--- src/rtl/ex_stage_hs_if.sv ---
// Memory request/acknowledge bus between the execute stage and the data memory.
// The ack and read data arrive in the same cycle; the request side is registered.
interface ex_stage_hs_if #(parameter int DW = 16);
  logic          mem_req;
  logic          mem_we;
  logic [DW-1:0] mem_addr;
  logic [DW-1:0] mem_in;
  logic          mem_ack;
  logic [DW-1:0] mem_out;

  modport master (output mem_req, mem_we, mem_addr, mem_in, input mem_ack, mem_out);
  modport slave  (input mem_req, mem_we, mem_addr, mem_in, output mem_ack, mem_out);
endinterface

--- src/rtl/ex_stage_hs.sv ---
// Execute/memory stage with an ID valid/ready handshake, a variable-latency memory
// port, flush and a qualified combinational forwarding path.
module ex_stage_hs #(
  parameter int DW = 16,
  parameter int RW = 3
) (
  input  logic          clk,
  input  logic          rst,
  input  logic          id_valid,
  output logic          id_ready,
  input  logic          flush,
  input  logic [DW-1:0] areg,
  input  logic [DW-1:0] breg,
  input  logic [2:0]    com_id,
  input  logic [RW-1:0] rd_id,
  input  logic          rwe_id,
  input  logic          ld_op_id,
  input  logic          st_op_id,
  output logic          ex_valid,
  output logic [DW-1:0] creg,
  output logic [DW-1:0] dreg,
  output logic [RW-1:0] rd_ex,
  output logic          rwe_ex,
  output logic          ld_op_ex,
  output logic [DW-1:0] fwddata,
  output logic [RW-1:0] fwd_rd,
  output logic          fwd_valid,
  ex_stage_hs_if.master mem
);
  localparam int SW = $clog2(DW);

  typedef enum logic {IDLE, MEM_WAIT} state_t;
  typedef struct packed {
    logic [RW-1:0] rd;
    logic          rwe;
    logic          ld;
  } mop_t;

  state_t        state;
  mop_t          mop;
  logic          kill, req_q, we_q;
  logic [DW-1:0] addr_q, wdata_q, alu_out;
  logic          is_mem, accept, ack_live;

  assign is_mem   = ld_op_id | st_op_id;
  assign id_ready = (state == IDLE) & ~flush & ~rst;
  assign accept   = id_valid & id_ready;
  // a flush landing in the ack cycle itself discards the result like an earlier one
  assign ack_live = (state == MEM_WAIT) & mem.mem_ack & ~kill & ~flush & ~rst;

  assign mem.mem_req  = req_q;
  assign mem.mem_we   = we_q;
  assign mem.mem_addr = addr_q;
  assign mem.mem_in   = wdata_q;

  always_comb begin
    case (com_id)
      3'd0:    alu_out = areg + breg;
      3'd1:    alu_out = areg - breg;
      3'd2:    alu_out = areg & breg;
      3'd3:    alu_out = areg | breg;
      3'd4:    alu_out = areg ^ breg;
      3'd5:    alu_out = areg << breg[SW-1:0];
      3'd6:    alu_out = areg >> breg[SW-1:0];
      default: alu_out = breg;
    endcase
  end

  always_comb begin
    fwddata   = '0;
    fwd_rd    = '0;
    fwd_valid = 1'b0;
    if (ack_live && mop.ld) begin
      fwddata   = mem.mem_out;
      fwd_rd    = mop.rd;
      fwd_valid = mop.rwe;
    end else if (state == IDLE && id_valid && !flush && !rst && !is_mem) begin
      fwddata   = alu_out;
      fwd_rd    = rd_id;
      fwd_valid = rwe_id;
    end
  end

  always_ff @(posedge clk) begin
    if (rst) begin
      state    <= IDLE;
      mop      <= '0;
      kill     <= 1'b0;
      req_q    <= 1'b0;
      we_q     <= 1'b0;
      addr_q   <= '0;
      wdata_q  <= '0;
      creg     <= '0;
      dreg     <= '0;
      rd_ex    <= '0;
      rwe_ex   <= 1'b0;
      ld_op_ex <= 1'b0;
      ex_valid <= 1'b0;
    end else begin
      ex_valid <= 1'b0;
      rwe_ex   <= 1'b0;
      ld_op_ex <= 1'b0;
      case (state)
        IDLE: if (accept) begin
          if (is_mem) begin
            state   <= MEM_WAIT;
            req_q   <= 1'b1;
            we_q    <= st_op_id;
            addr_q  <= breg;
            wdata_q <= areg;
            mop     <= '{rd: rd_id, rwe: rwe_id, ld: ld_op_id};
            kill    <= 1'b0;
          end else begin
            creg     <= alu_out;
            rd_ex    <= rd_id;
            rwe_ex   <= rwe_id;
            ex_valid <= 1'b1;
          end
        end
        MEM_WAIT: begin
          if (flush) kill <= 1'b1;
          if (mem.mem_ack) begin
            state <= IDLE;
            req_q <= 1'b0;
            we_q  <= 1'b0;
            kill  <= 1'b0;
            if (!(kill || flush)) begin
              ex_valid <= 1'b1;
              rd_ex    <= mop.rd;
              if (mop.ld) begin
                dreg     <= mem.mem_out;
                ld_op_ex <= 1'b1;
                rwe_ex   <= mop.rwe;
              end
            end
          end
        end
        default: state <= IDLE;
      endcase
    end
  end
endmodule

--- src/flat_wrapper.sv ---
// flat-port wrapper written by rule: the top's interface ports become plain ports
module ex_stage_hs_flat 
#(
  parameter int DW = 16,
  parameter int RW = 3
)
  (clk, rst, id_valid, id_ready, flush, areg, breg, com_id, rd_id, rwe_id, ld_op_id, st_op_id, ex_valid, creg, dreg, rd_ex, rwe_ex, ld_op_ex, fwddata, fwd_rd, fwd_valid, mem_mem_req, mem_mem_we, mem_mem_addr, mem_mem_in, mem_mem_ack, mem_mem_out);
  ex_stage_hs_if #(.DW(DW)) mem_i ();
  input  logic clk;
  input  logic rst;
  input  logic id_valid;
  output logic id_ready;
  input  logic flush;
  input  logic [DW-1:0] areg;
  input  logic [DW-1:0] breg;
  input  logic [2:0] com_id;
  input  logic [RW-1:0] rd_id;
  input  logic rwe_id;
  input  logic ld_op_id;
  input  logic st_op_id;
  output logic ex_valid;
  output logic [DW-1:0] creg;
  output logic [DW-1:0] dreg;
  output logic [RW-1:0] rd_ex;
  output logic rwe_ex;
  output logic ld_op_ex;
  output logic [DW-1:0] fwddata;
  output logic [RW-1:0] fwd_rd;
  output logic fwd_valid;
  output wire logic [$bits(mem_i.mem_req)-1:0] mem_mem_req;
  output wire logic [$bits(mem_i.mem_we)-1:0] mem_mem_we;
  output wire logic [$bits(mem_i.mem_addr)-1:0] mem_mem_addr;
  output wire logic [$bits(mem_i.mem_in)-1:0] mem_mem_in;
  input wire logic [$bits(mem_i.mem_ack)-1:0] mem_mem_ack;
  input wire logic [$bits(mem_i.mem_out)-1:0] mem_mem_out;
  assign mem_mem_req = mem_i.mem_req;
  assign mem_mem_we = mem_i.mem_we;
  assign mem_mem_addr = mem_i.mem_addr;
  assign mem_mem_in = mem_i.mem_in;
  assign mem_i.mem_ack = mem_mem_ack;
  assign mem_i.mem_out = mem_mem_out;
  ex_stage_hs #(.DW(DW), .RW(RW)) u_core (.clk(clk), .rst(rst), .id_valid(id_valid), .id_ready(id_ready), .flush(flush), .areg(areg), .breg(breg), .com_id(com_id), .rd_id(rd_id), .rwe_id(rwe_id), .ld_op_id(ld_op_id), .st_op_id(st_op_id), .ex_valid(ex_valid), .creg(creg), .dreg(dreg), .rd_ex(rd_ex), .rwe_ex(rwe_ex), .ld_op_ex(ld_op_ex), .fwddata(fwddata), .fwd_rd(fwd_rd), .fwd_valid(fwd_valid), .mem(mem_i));
endmodule
--- config.mk ---
export PLATFORM = sky130hd
export DESIGN_NAME = ex_stage_hs_flat
export DESIGN_NICKNAME = d
export VERILOG_FILES = /design/src/rtl/ex_stage_hs_if.sv /design/src/rtl/ex_stage_hs.sv /design/src/flat_wrapper.sv
export SDC_FILE = /design/constraint.sdc
export NUM_CORES = 1
export LEC_CHECK = 0
export ABC_AREA = 1
export BUFFER_PORTS_ARGS = -buffer_cell sky130_fd_sc_hd__buf_2
export CAP_MARGIN = 10
export CORE_ASPECT_RATIO = 1.75
export CORE_MARGIN = 2
export CORE_UTILIZATION = 59
export DETAILED_ROUTE_END_ITERATION = 6
export MAX_ROUTING_LAYER = met4
export PLACE_DENSITY = 0.94
export SYNTH_ARGS = -nofsm -noshare
export SYNTH_HDL_FRONTEND = slang
export SYNTH_SLANG_ARGS = --single-unit
export TNS_END_PERCENT = 5
--- constraint.sdc ---
create_clock -name clk -period 8.35 [get_ports clk]
set_input_delay 0.4175 -clock clk [delete_from_list [all_inputs] [get_ports clk]]
set_output_delay 0.4175 -clock clk [all_outputs]
set_load 0.03 [all_outputs]
Word-level counts from Yosys, hierarchy flattened
Index checks and enable logic that the tools add are counted.
- register bits after elaboration: 79
- output and inout port bits: 93
- input port bits: 62
- word-level logic and storage cells: 106
- reduce and logical (&&, ||, !) cells: 17
- add/sub/neg operators: 2
- equal/unequal tests: 12
- bitwise operators: 18
- multiplexer cells: 40
- shifts and indexed selects: 2
- operator list (kind ; number):
    16-bit case mux with 7 select lines ; 1
    16-bit 2-to-1 mux ; 2
    1-bit 2-to-1 mux ; 24
    3-bit 2-to-1 mux ; 6
    16-bit adder ; 1
    16-bit bitwise AND ; 1
    16-bit bitwise OR ; 1
    16-bit by 4-bit left shift with 16-bit output ; 1
    16-bit by 4-bit >> shifter with 16-bit output ; 1
    16-bit subtractor ; 1
    16-bit bitwise XOR ; 1
    1-bit case mux with 2 select lines ; 6
    3-bit AND reduction ; 4
    3-bit == test, second input constant ; 3
    4-bit AND reduction ; 2
    1-bit bitwise AND ; 7
    1-bit inverter ; 7
    3-bit by 2-bit == test with 1-bit output, second input constant ; 2
    2-bit != test, second input constant ; 3
    3-bit case mux with 2 select lines ; 1
    1-bit logical AND ; 5
    2-bit by 1-bit != test with 1-bit output, second input constant ; 2
    4-bit OR reduction ; 1
    3-bit by 1-bit == test with 1-bit output, second input constant ; 1
    other kinds (5) ; 7

Depth between registers and ports, before layout
Gate-level depths: netlist of run 1.
- depth in word-level cells: 7
- gate-level depth with buffers: 27
- depth with buffers taken out: 24

Worst setup path after synthesis of run 1
OpenSTA, ideal clock, no wires.
- path kind: in2out
- start: in breg[1]
- end: out fwddata[14]
- required time: 7933 ps
- stages on the path: 22
- slack: 4278 ps
- arrival time: 3655 ps
- buffers on the path: 3
- path through: buf_4 > inv_1 > buf_2 > buf_2 > ha_1 > inv_1 > nor3_1 > nand3_1 > nor3_1 > nand2_1 > o31ai_1 > xor2_1 > ha_1 > nand2_1 > o21ai_0 > a21oi_1 > nand2_1 > nand2_1 > nand3_1 > nand2_1 > nand2_1 > o21ai_0
- longest elaborated chain between the ends: 4
- elaborated cells between the ends (all ways): 7
- RTL lines (what ; line ; RTL):
    start: declaration ; flat_wrapper.sv:15 ; input logic [DW-1:0] breg;
    16-bit subtractor, or another cell as far along ; ex_stage_hs.sv:59 ; 3'd1: alu_out = areg - breg;
    16-bit case mux with 7 select lines (*) ; ex_stage_hs.sv:57 ; case (com_id)
    16-bit 2-to-1 mux (*) ; ex_stage_hs.sv:77 ; end else if (state == IDLE && id_valid && !flush && !rst && !is_mem) begin
    16-bit 2-to-1 mux (*) ; ex_stage_hs.sv:73 ; if (ack_live && mop.ld) begin
    end: declaration ; flat_wrapper.sv:27 ; output logic [DW-1:0] fwddata;
Every way passes the cells marked *; elsewhere a longest branch is shown, timed or not.

Worst setup path after layout of run 1
- start: in breg[0]
- end: out fwddata[14]
The elaborated chain is that of the path after synthesis.

==> flow_metrics.env, run 1 <==
export IMPL_crit_required_ns=7.93
export IMPL_crit_path_start="breg[0]"
export IMPL_final_util=0.700
export IMPL_ctsLongestPathBuffers=2
export IMPL_viasPerCell=6.11
export IMPL_timing_setup_tns_ns=0
export IMPL_vdd_drop_max_mv=0.160
export IMPL_ys_seq_area_frac=0.250
export IMPL_numCtsBuffers=9
export IMPL_yosysTopAreaCell="dfxtp_1"
export IMPL_post_dp_hpwl_mm=19.8
export IMPL_max_slew_margin=0.284
export IMPL_ctsHoldBuffers=0
export IMPL_die_y_um=141
export IMPL_crit_slowest_cell="inv_1"
export IMPL_synth_cells=1040
export IMPL_drc_errors=0
export IMPL_finClkSkew_ns=0.00791
export IMPL_synth_seq_cells=79
export IMPL_worst_slew_pin_slew_ns=1.07
export IMPL_cts_tree="yes"
export IMPL_antenna_found_initial=1
export IMPL_finalMaxSlewViolations=0
export IMPL_cts_sinks=79
export IMPL_syn_nets=1152
export IMPL_pwr_density_cell_mw_per_mm2=154
export IMPL_die_w_um=82.2
export IMPL_grt_pass1_vias=7487
export IMPL_sw_frac_of_total=0.359
export IMPL_worstSkewPairLatency_ns=0.33
export IMPL_initial_core_util=0.598
export IMPL_synth_cell_type_count=34
export IMPL_leakagePower_nw=4.02
export IMPL_yosys_top_cells_area="dfxtp_1 (25%), nand2_1 (18%), ha_1 (9.7%)"
export IMPL_grt_pass1_wl_mm=38.7
export IMPL_cpPeakStageDelay_ns=0.51
export IMPL_drt_total_wl_mm=26.1
export IMPL_ys_warn_count=0
export IMPL_ys_flop_type="dfxtp_1"
export IMPL_synth_edf_count=0
export IMPL_netlist_area_leader_share=0.250
export IMPL_grt_max_degree=74
export IMPL_seqPwrFrac=0.348
export IMPL_p_sw_mw=0.408
export IMPL_ys_async_sr_fraction=0
export IMPL_power_frac_comb=0.301
export IMPL_syn_area_sq_mm=0.00632
export IMPL_vias=7924
export IMPL_status="finished, final reports clean"
export IMPL_areaGrowthSynthToFinish_pct=17.2
export IMPL_port_buffers=154
export IMPL_clk_pin_slew_ns=0.06
export IMPL_reg2reg_slack_ns=6.32
export IMPL_firstDrtPassIters=5
export IMPL_pin_count=155
export IMPL_critPathKind="input pin to primary output"
export IMPL_drv_cap=0
export IMPL_hold_start="mem_mem_out[3]"
export IMPL_ys_top_cells_by_count="nand2_1 (305), a21oi_1 (98), inv_1 (98), o21ai_0 (97), nand3_1 (92)"
export IMPL_internal_power_mw=0.729
export IMPL_drive_gt1_frac=0.165
export IMPL_crit_path_end_kind="primary output"
export IMPL_pwr_share_clk=0.352
export IMPL_grt_overflow_total=0
export IMPL_avgSynthCellArea_sq_um=6.08
export IMPL_ant_nets=0
export IMPL_startpoint_type="input pin"
export IMPL_rows=50
export IMPL_cts_root_buf="clkbuf_16"
export IMPL_core_sq_mm=0.0106
export IMPL_finalWorstPathRequiredPeriod_ns=4.67
export IMPL_path_cells="buf_2 -> inv_1 -> ha_1 -> inv_1 -> nor3_1 -> nand3_1 -> nor3_1 -> nand2_1 -> o31ai_1 -> xor2_1 -> ha_1 -> nand2_1 -> nor2_1 -> nand3_1 -> nand3_1 -> nand3_1 -> nand2_1 -> nand2_1 -> o21ai_0 -> buf_2"
export IMPL_hold_path_class="input pin to register"
export IMPL_rsz0062_at_grt="no"
export IMPL_gp_congestion=1.17
export IMPL_fmax_mhz=214
export IMPL_htreeDepth=3
export IMPL_cts_resized=0
export IMPL_grt_use_total=0.460
export IMPL_r2r_start="u_core.state"
export IMPL_drtIter0Drc=713
export IMPL_finalHoldViolations=0
export IMPL_setup_viol=0
export IMPL_post_route_period_util=0.560
export IMPL_nNetsFinal=1273
export IMPL_synth_most_common_cell="nand2_1"
export IMPL_path_max_fanout=38
export IMPL_postCtsSetupBuffers=0
export IMPL_arrival_ns=4.26
export IMPL_wl_per_cell_um=20.1
export IMPL_die_area_sq_mm=0.0116
-- power groups by stage --
stage | clock network [mW] | registers (mW) | logic (mW)
global route | 0.413 | 0.396 | 0.371
finish | 0.400 | 0.395 | 0.342
global placement | 0 | 0.403 | 0.323
detailed placement | 0 | 0.403 | 0.325
floorplan | 0 | 0.422 | 0.195
CTS | 0.400 | 0.395 | 0.328
-- final cells by class --
cell class                 instances  area, sq um
clock buffer                      10          239
clock inverter                     6         67.6
antenna                            1         2.50
timing repair buffer             162          831
sequential                        79         1580
inverter                          99          372
fill                             929         3170
tap                              130          163
multi-input combinational        810         4150
-- sequential cells by signal, summed over array words and instances (netlist names), 3 cells and up --
signal and flops:
u_core.creg 16, u_core.dreg 16, u_core.mem.mem_addr 16, u_core.mem.mem_in 16
u_core.mop 5, u_core.rd_ex 3
-- placed cells by master (no fill, tap or decap), types with 2 or more instances in the layout --
master      count
o21ai_0        97
nand3b_1        6
xor2_1         16
nor3_1          5
o21a_1          9
clkinvlp_4      2
o21ai_1         7
dfxtp_1        79
o211ai_1        7
nor2_2          2
nand3_1        92
buf_2         154
inv_1          97
o2111ai_1       2
nand2_1       305
or2_2           7
clkbuf_16       9
ha_1           49
nor3_2          2
a31oi_1         3
nand4_1        12
a21oi_1        98
a22o_1          2
buf_4           8
nor2_1         80
-- routing by layer --
metal  GRT usage  part of all wire  vias to the layer above
met2       0.764              0.48                      548
met4       0.397              0.11                        0
li1            -                 -                     3650
met1       0.427              0.31                     3530
met3       0.101             0.095                      196
met5           -                 0                        -
-- cells by family (layout without fill, tap and decap cells) --
| logic type | after synthesis | count (layout) | synth area share |
|---|---|---|---|
| multiplexers | 1 | 1 | 0.00158 |
| AND/OR/NAND/NOR | 513 | 513 | 0.338 |
| buffers and inverters | 151 | 277 | 0.0944 |
| flip-flops | 79 | 79 | 0.250 |
| other | 0 | 1 | 0 |
| adder cells (fa/ha/maj) | 50 | 50 | 0.100 |
| XOR/XNOR | 16 | 16 | 0.0222 |
| AO/OA/AOI/OAI | 230 | 230 | 0.193 |
-- path summary, 6_finish.rpt --
kind | end | depth (start not counted)
hold / removal | u_core.dreg[3] | 3
setup / recovery | fwddata[14] | 20
hold reg to reg | u_core.kill | 2
setup reg to reg | u_core.dreg[5] | 5
-- critical path, delay by kind of cell --
kind | cells | cell delay [ns]
and+or+nand+nor | 11 | 1.48
buffers and inverters | 4 | 1.10
adders and majority gates | 2 | 0.65
AOI/OAI and AO/OA | 2 | 0.48
xor gates and xnor gates | 1 | 0.12
-- through the flow --
stage / hold slack [ns] / cell area, sq um / instances / total power, mW / setup slack [ns]
floorplan: 0.422 / 6320 / 1040 / 0.617 / 4.28
global placement: 0.433 / 7100 / 1280 / 0.726 / 3.91
detailed placement: 0.442 / 7100 / 1280 / 0.728 / 3.79
CTS: 0.286 / 7400 / 1296 / 1.12 / 3.78
global route: 0.314 / 7410 / 1297 / 1.18 / 3.34
finish: 0.291 / 7410 / 1297 / 1.14 / 3.68
Note: power is estimated with default switching activity, not from simulation.
==> run 2, diff against run 1 <==
--- a/config.mk
+++ b/config.mk
@@ -10,10 +10,10 @@
 export CAP_MARGIN = 10
 export CORE_ASPECT_RATIO = 1.75
 export CORE_MARGIN = 2
-export CORE_UTILIZATION = 59
+export CORE_UTILIZATION = 55
 export DETAILED_ROUTE_END_ITERATION = 6
 export MAX_ROUTING_LAYER = met4
-export PLACE_DENSITY = 0.94
+export PLACE_DENSITY = 0.89
 export SYNTH_ARGS = -nofsm -noshare
 export SYNTH_HDL_FRONTEND = slang
 export SYNTH_SLANG_ARGS = --single-unit
==> constraint.sdc (replaced) <==
create_clock -name clk -period 4.85 [get_ports clk]
set_input_delay 0.2425 -clock clk [delete_from_list [all_inputs] [get_ports clk]]
set_output_delay 0.2425 -clock clk [all_outputs]
set_load 0.03 [all_outputs]
==> flow_metrics.env, run 2 (synthesized netlist as in run 1, its figures left out) <==
export IMPL_status="finished with violations"
export IMPL_violations="design-rule violations"
export IMPL_worst_slew_pin_slew_ns=1.06
export IMPL_path_cells="buf_2 -> buf_4 -> nor3_1 -> nand3_1 -> nor3_1 -> nand2_1 -> o21ai_0 -> xor2_1 -> ha_1 -> nand2_1 -> inv_1 -> nand3_1 -> nor3_1 -> nand2_1 -> nand3b_1 -> nand3_1 -> nand2_1 -> nand2_1 -> o21ai_1 -> buf_2"
export IMPL_drc_errors=1
export IMPL_die_y_um=146
export IMPL_vdd_drop_max_mv=0.408
export IMPL_cts_root_buf="clkbuf_16"
export IMPL_ant_nets=0
export IMPL_grt_max_degree=55
export IMPL_worst_slack_ns=0.924
export IMPL_cp_top_family="simple AND/OR/NAND/NOR gates"
export IMPL_initial_core_util=0.566
export IMPL_grt_overflow_total=0
export IMPL_rows=51
export IMPL_cts_sinks=79
export IMPL_firstDrtPassIters=7
export IMPL_leakagePower_nw=4.04
export IMPL_final_common_cell="nand2_1"
export IMPL_critPathKind="input pin to primary output"
export IMPL_grt_use_total=0.409
export IMPL_layout_common_cells="nand2_1 (305), buf_2 (154), a21oi_1 (98)"
export IMPL_ctsLongestPathBuffers=2
export IMPL_crit_path_end_kind="primary output"
export IMPL_finClkSkew_ns=0.00564
export IMPL_die_w_um=85.0
export IMPL_cp_common_cell="nand2_1"
export IMPL_worstSkewPairLatency_ns=0.34
export IMPL_arrival_ns=3.68
export IMPL_timing_setup_tns_ns=0
export IMPL_drive_gt1_frac=0.167
export IMPL_path_max_fanout=28
export IMPL_max_slew_margin=0.289
export IMPL_port_buffers=154
export IMPL_drtIter0Drc=644
export IMPL_clk_pin_slew_ns=0.06
export IMPL_antenna_found_initial=0
export IMPL_pwr_density_cell_mw_per_mm2=260
export IMPL_post_dp_hpwl_mm=19.4
export IMPL_grt_pass1_vias=7290
export IMPL_fin_area_sq_mm=0.00743
export IMPL_crit_required_ns=4.61
export IMPL_grt_pass1_wl_mm=38.4
export IMPL_cts_tree="yes"
export IMPL_die_area_sq_mm=0.0124
export IMPL_viasPerCell=5.86
export IMPL_vias=7640
export IMPL_rsz0062_at_grt="no"
export IMPL_gp_congestion=1.14
export IMPL_areaGrowthSynthToFinish_pct=17.5
export IMPL_post_route_period_util=0.810
export IMPL_startpoint_type="input pin"
export IMPL_wl_per_cell_um=19.3
export IMPL_cpPeakStageDelay_ns=0.39
export IMPL_path_buf_inv=4
export IMPL_finalHoldViolations=0
export IMPL_core_sq_mm=0.0112
export IMPL_htreeDepth=3
export IMPL_setup_viol=0
export IMPL_dp_slack_ns=1.11
export IMPL_finalWorstPathRequiredPeriod_ns=3.93
export IMPL_nNetsFinal=1278
export IMPL_drt_total_wl_mm=25.2
export IMPL_drv_cap=0
export IMPL_ctsHoldBuffers=0
export IMPL_fmax_mhz=255
export IMPL_crit_slowest_cell="ha_1"
export IMPL_place_area_sq_mm=0.00714
export IMPL_pin_count=155
export IMPL_antenna_cells=0
export IMPL_cts_resized=0
export IMPL_finalMaxSlewViolations=0
export IMPL_numCtsBuffers=9
export IMPL_hold_path_class="input pin to register"
export IMPL_postCtsSetupBuffers=0
==> run 2: changes by cell type in the layout (fill, tap and decap cells not counted) <==
cell,previous run,this run
clkbuf_8,1,0
inv_6,1,0
buf_4,8,13
diode_2,1,0
clkbuf_1,0,2
==> run 2: final timing paths <==
kind / endpoint / slack, ns / start / depth (start not counted)
worst max-delay path: fwddata[13] / 0.92 / breg[2] / 20
worst min-delay path: u_core.dreg[1] / 0.11 / mem_mem_out[1] / 3
worst min register to register: u_core.dreg[15] / 0.47 / u_core.dreg[15] / 2
worst max register to register: u_core.mop[1] / 2.60 / u_core.state / 7
==> run 2: metrics by stage <==
stage               total power [mW]  hold slack, ns  cells  utilization
CTS                             1.91           0.105   1303        0.665
floorplan                       1.06           0.312   1040            -
global placement                1.26           0.442   1287        0.639
finish                          1.93           0.111   1303        0.665
global route                    2.01           0.115   1303        0.665
detailed placement              1.26           0.456   1287        0.639
==> run 2: layout make-up <==
class	instances	area, sq um
inverter	99	372
multi-input combinational	810	4150
clock buffer	11	233
fill	1046	3740
clock inverter	5	58.8
timing repair buffer	167	868
tap	132	165
sequential	79	1580
==> run 2: tightest hold or removal path: stages <==
cell and delay [ns]:
buf_2 0.07, nand2_1 0.05, nand2_1 0.05
==> run 2: power by group <==
| part | switching [mW] | internal (mW) | leakage (nW) |
|---|---|---|---|
| Combinational | 0.409 | 0.175 | 3.26 |
| Clock | 0.267 | 0.399 | 0.136 |
| Sequential | 0.0110 | 0.669 | 0.641 |
| Total | 0.687 | 1.24 | 4.04 |
==> run 2: routing by layer <==
metal	global-route usage	share of wire
met1	0.443	0.36
met2	0.695	0.50
met3	0.0403	0.069
met4	0.268	0.076
met5	-	0
==> run 3, diff against run 2 <==
==> constraint.sdc (replaced) <==
create_clock -name clk -period 4 [get_ports clk]
set_input_delay 0.2 -clock clk [delete_from_list [all_inputs] [get_ports clk]]
set_output_delay 0.2 -clock clk [all_outputs]
set_load 0.03 [all_outputs]
==> flow_metrics.env, run 3 (synthesized netlist as in run 1, its figures left out) <==
export IMPL_antenna_cells=0
export IMPL_gp_congestion=1.05
export IMPL_crit_required_ns=3.80
export IMPL_fillers=1104
export IMPL_pwr_density_cell_mw_per_mm2=310
export IMPL_sw_frac_of_total=0.351
export IMPL_cpPeakStageDelay_ns=0.41
export IMPL_drive_gt1_frac=0.172
export IMPL_core_sq_mm=0.0112
export IMPL_numCtsBuffers=9
export IMPL_vias=7765
export IMPL_die_w_um=85.0
export IMPL_arrival_ns=3.49
export IMPL_worst_slew_pin_slew_ns=0.827
export IMPL_finClkSkew_ns=0.00377
export IMPL_hold_path_class="input pin to register"
export IMPL_antenna_found_initial=0
export IMPL_crit_slowest_cell="ha_1"
export IMPL_grt_overflow_total=0
export IMPL_vdd_drop_max_mv=0.317
export IMPL_max_slew_margin=0.448
export IMPL_wl_met1_mm=8.44
export IMPL_final_common_cell="nand2_1"
export IMPL_cp_top_family="simple AND/OR/NAND/NOR gates"
export IMPL_finalMaxSlewViolations=0
export IMPL_ctsHoldBuffers=0
export IMPL_place_area_sq_mm=0.00717
export IMPL_post_dp_hpwl_mm=18.2
export IMPL_areaGrowthSynthToFinish_pct=18.2
export IMPL_rsz0062_at_grt="no"
export IMPL_crit_path_end_kind="primary output"
export IMPL_path_max_fanout=6
export IMPL_grt_pass1_vias=7331
export IMPL_fin_area_sq_mm=0.00747
export IMPL_die_y_um=146
export IMPL_pwr_share_clk=0.343
export IMPL_critPathKind="input pin to primary output"
export IMPL_die_area_sq_mm=0.0124
export IMPL_fmax_mhz=271
export IMPL_cts_resized=0
export IMPL_internal_power_mw=1.51
export IMPL_holdWs_ns=0.0690
export IMPL_layout_common_cells="nand2_1 (305), buf_2 (154), a21oi_1 (98)"
export IMPL_wl_met2_mm=12.2
export IMPL_drtIter0Drc=694
export IMPL_setup_viol=0
export IMPL_clk_pin_slew_ns=0.06
export IMPL_grt_use_total=0.393
export IMPL_post_route_period_util=0.922
export IMPL_wl_per_cell_um=18.5
export IMPL_seqPwrFrac=0.355
export IMPL_htreeDepth=3
export IMPL_postCtsSetupBuffers=0
export IMPL_finalHoldViolations=0
export IMPL_p_sw_mw=0.814
export IMPL_path_buf_inv=5
export IMPL_nNetsFinal=1283
export IMPL_startpoint_type="input pin"
export IMPL_cts_sinks=79
export IMPL_grt_max_degree=53
export IMPL_worstSkewPairLatency_ns=0.33
export IMPL_firstDrtPassIters=6
export IMPL_power_frac_comb=0.301
export IMPL_port_buffers=154
export IMPL_drt_total_wl_mm=24.2
export IMPL_final_util=0.669
export IMPL_cts_tree="yes"
export IMPL_viasPerCell=5.94
export IMPL_leakagePower_nw=4.07
export IMPL_ant_nets=0
export IMPL_timing_setup_tns_ns=0
export IMPL_pin_count=155
export IMPL_initial_core_util=0.566
export IMPL_wl_met3_mm=1.84
export IMPL_cts_root_buf="clkbuf_16"
export IMPL_cp_common_cell="nand2_1"
export IMPL_dr_max_layer_used="met4"
export IMPL_drv_cap=0
export IMPL_rows=51
export IMPL_grt_pass1_wl_mm=37.5
export IMPL_ctsLongestPathBuffers=2
export IMPL_status="finished, final reports clean"
export IMPL_path_cells="buf_2 -> inv_1 -> ha_1 -> inv_1 -> nor3_2 -> nand3_1 -> nor3_1 -> nand2_1 -> o31ai_1 -> xor2_1 -> ha_1 -> nand2_1 -> nor3_1 -> nand2_1 -> nand2_1 -> inv_1 -> nand2_1 -> nand3_1 -> nand2_1 -> nand2_1 -> o21ai_1 -> buf_2"
export IMPL_drc_errors=0
export IMPL_finalWorstPathRequiredPeriod_ns=3.69
[run 3: cell types whose count changed in the layout (fill, tap and decap cells not counted), sizes merged]
cell / delta
buf: +5
clkinv: +2
clkbuf: -1
clkinvlp: -1
[run 3: path summary, 6_finish.rpt]
path	endpoint	from	depth (start not counted)	slack, ns
max	fwddata[15]	breg[0]	22	0.31
min	u_core.dreg[8]	mem_mem_out[8]	3	0.07
max reg2reg	u_core.rd_ex[2]	u_core.state	8	1.79
min reg2reg	u_core.kill	u_core.kill	2	0.45
[run 3: power by group through the flow]
stage          logic, mW  registers (mW)  clock network (mW)
6_report           0.699           0.824               0.796
3_5_place_dp       0.676           0.841                   0
4_1_cts            0.680           0.824               0.792
5_1_grt            0.764           0.826               0.825
3_3_place_gp       0.670           0.840                   0
2_1_floorplan      0.407           0.881                   0
[run 3: stage by stage]
stage                     setup WS (ns)  power, mW  cells
after detailed placement          0.378       1.52   1292
after global placement            0.401       1.51   1292
final                             0.310       2.32   1308
after global routing             0.0611       2.42   1308
after CTS                         0.380       2.30   1308
after floorplan                   0.363       1.29   1040
[run 3: routing by layer]
metal  vias up  track usage
met5         -            -
met4         0        0.248
met3       127       0.0465
met2       426        0.667
met1      3543        0.425
li1       3669            -
[run 3: final cells by class]
class,instances,area (sq um),area share
tap,132,165,0.0221
inverter,99,372,0.0497
timing repair buffer,172,906,0.121
clock buffer,10,229,0.0307
multi-input combinational,810,4160,0.556
clock inverter,6,61.3,0.00821
sequential,79,1580,0.212
[run 3: worst reg2reg max path, stage by stage (launching register included)]
cell	delay, ns
dfxtp_1	0.49
nor3_2	0.09
nand2_1	0.17
nor2_2	0.05
buf_4	0.23
inv_1	0.54
nand2_1	0.26
o21ai_0	0.21
a31oi_1	0.06
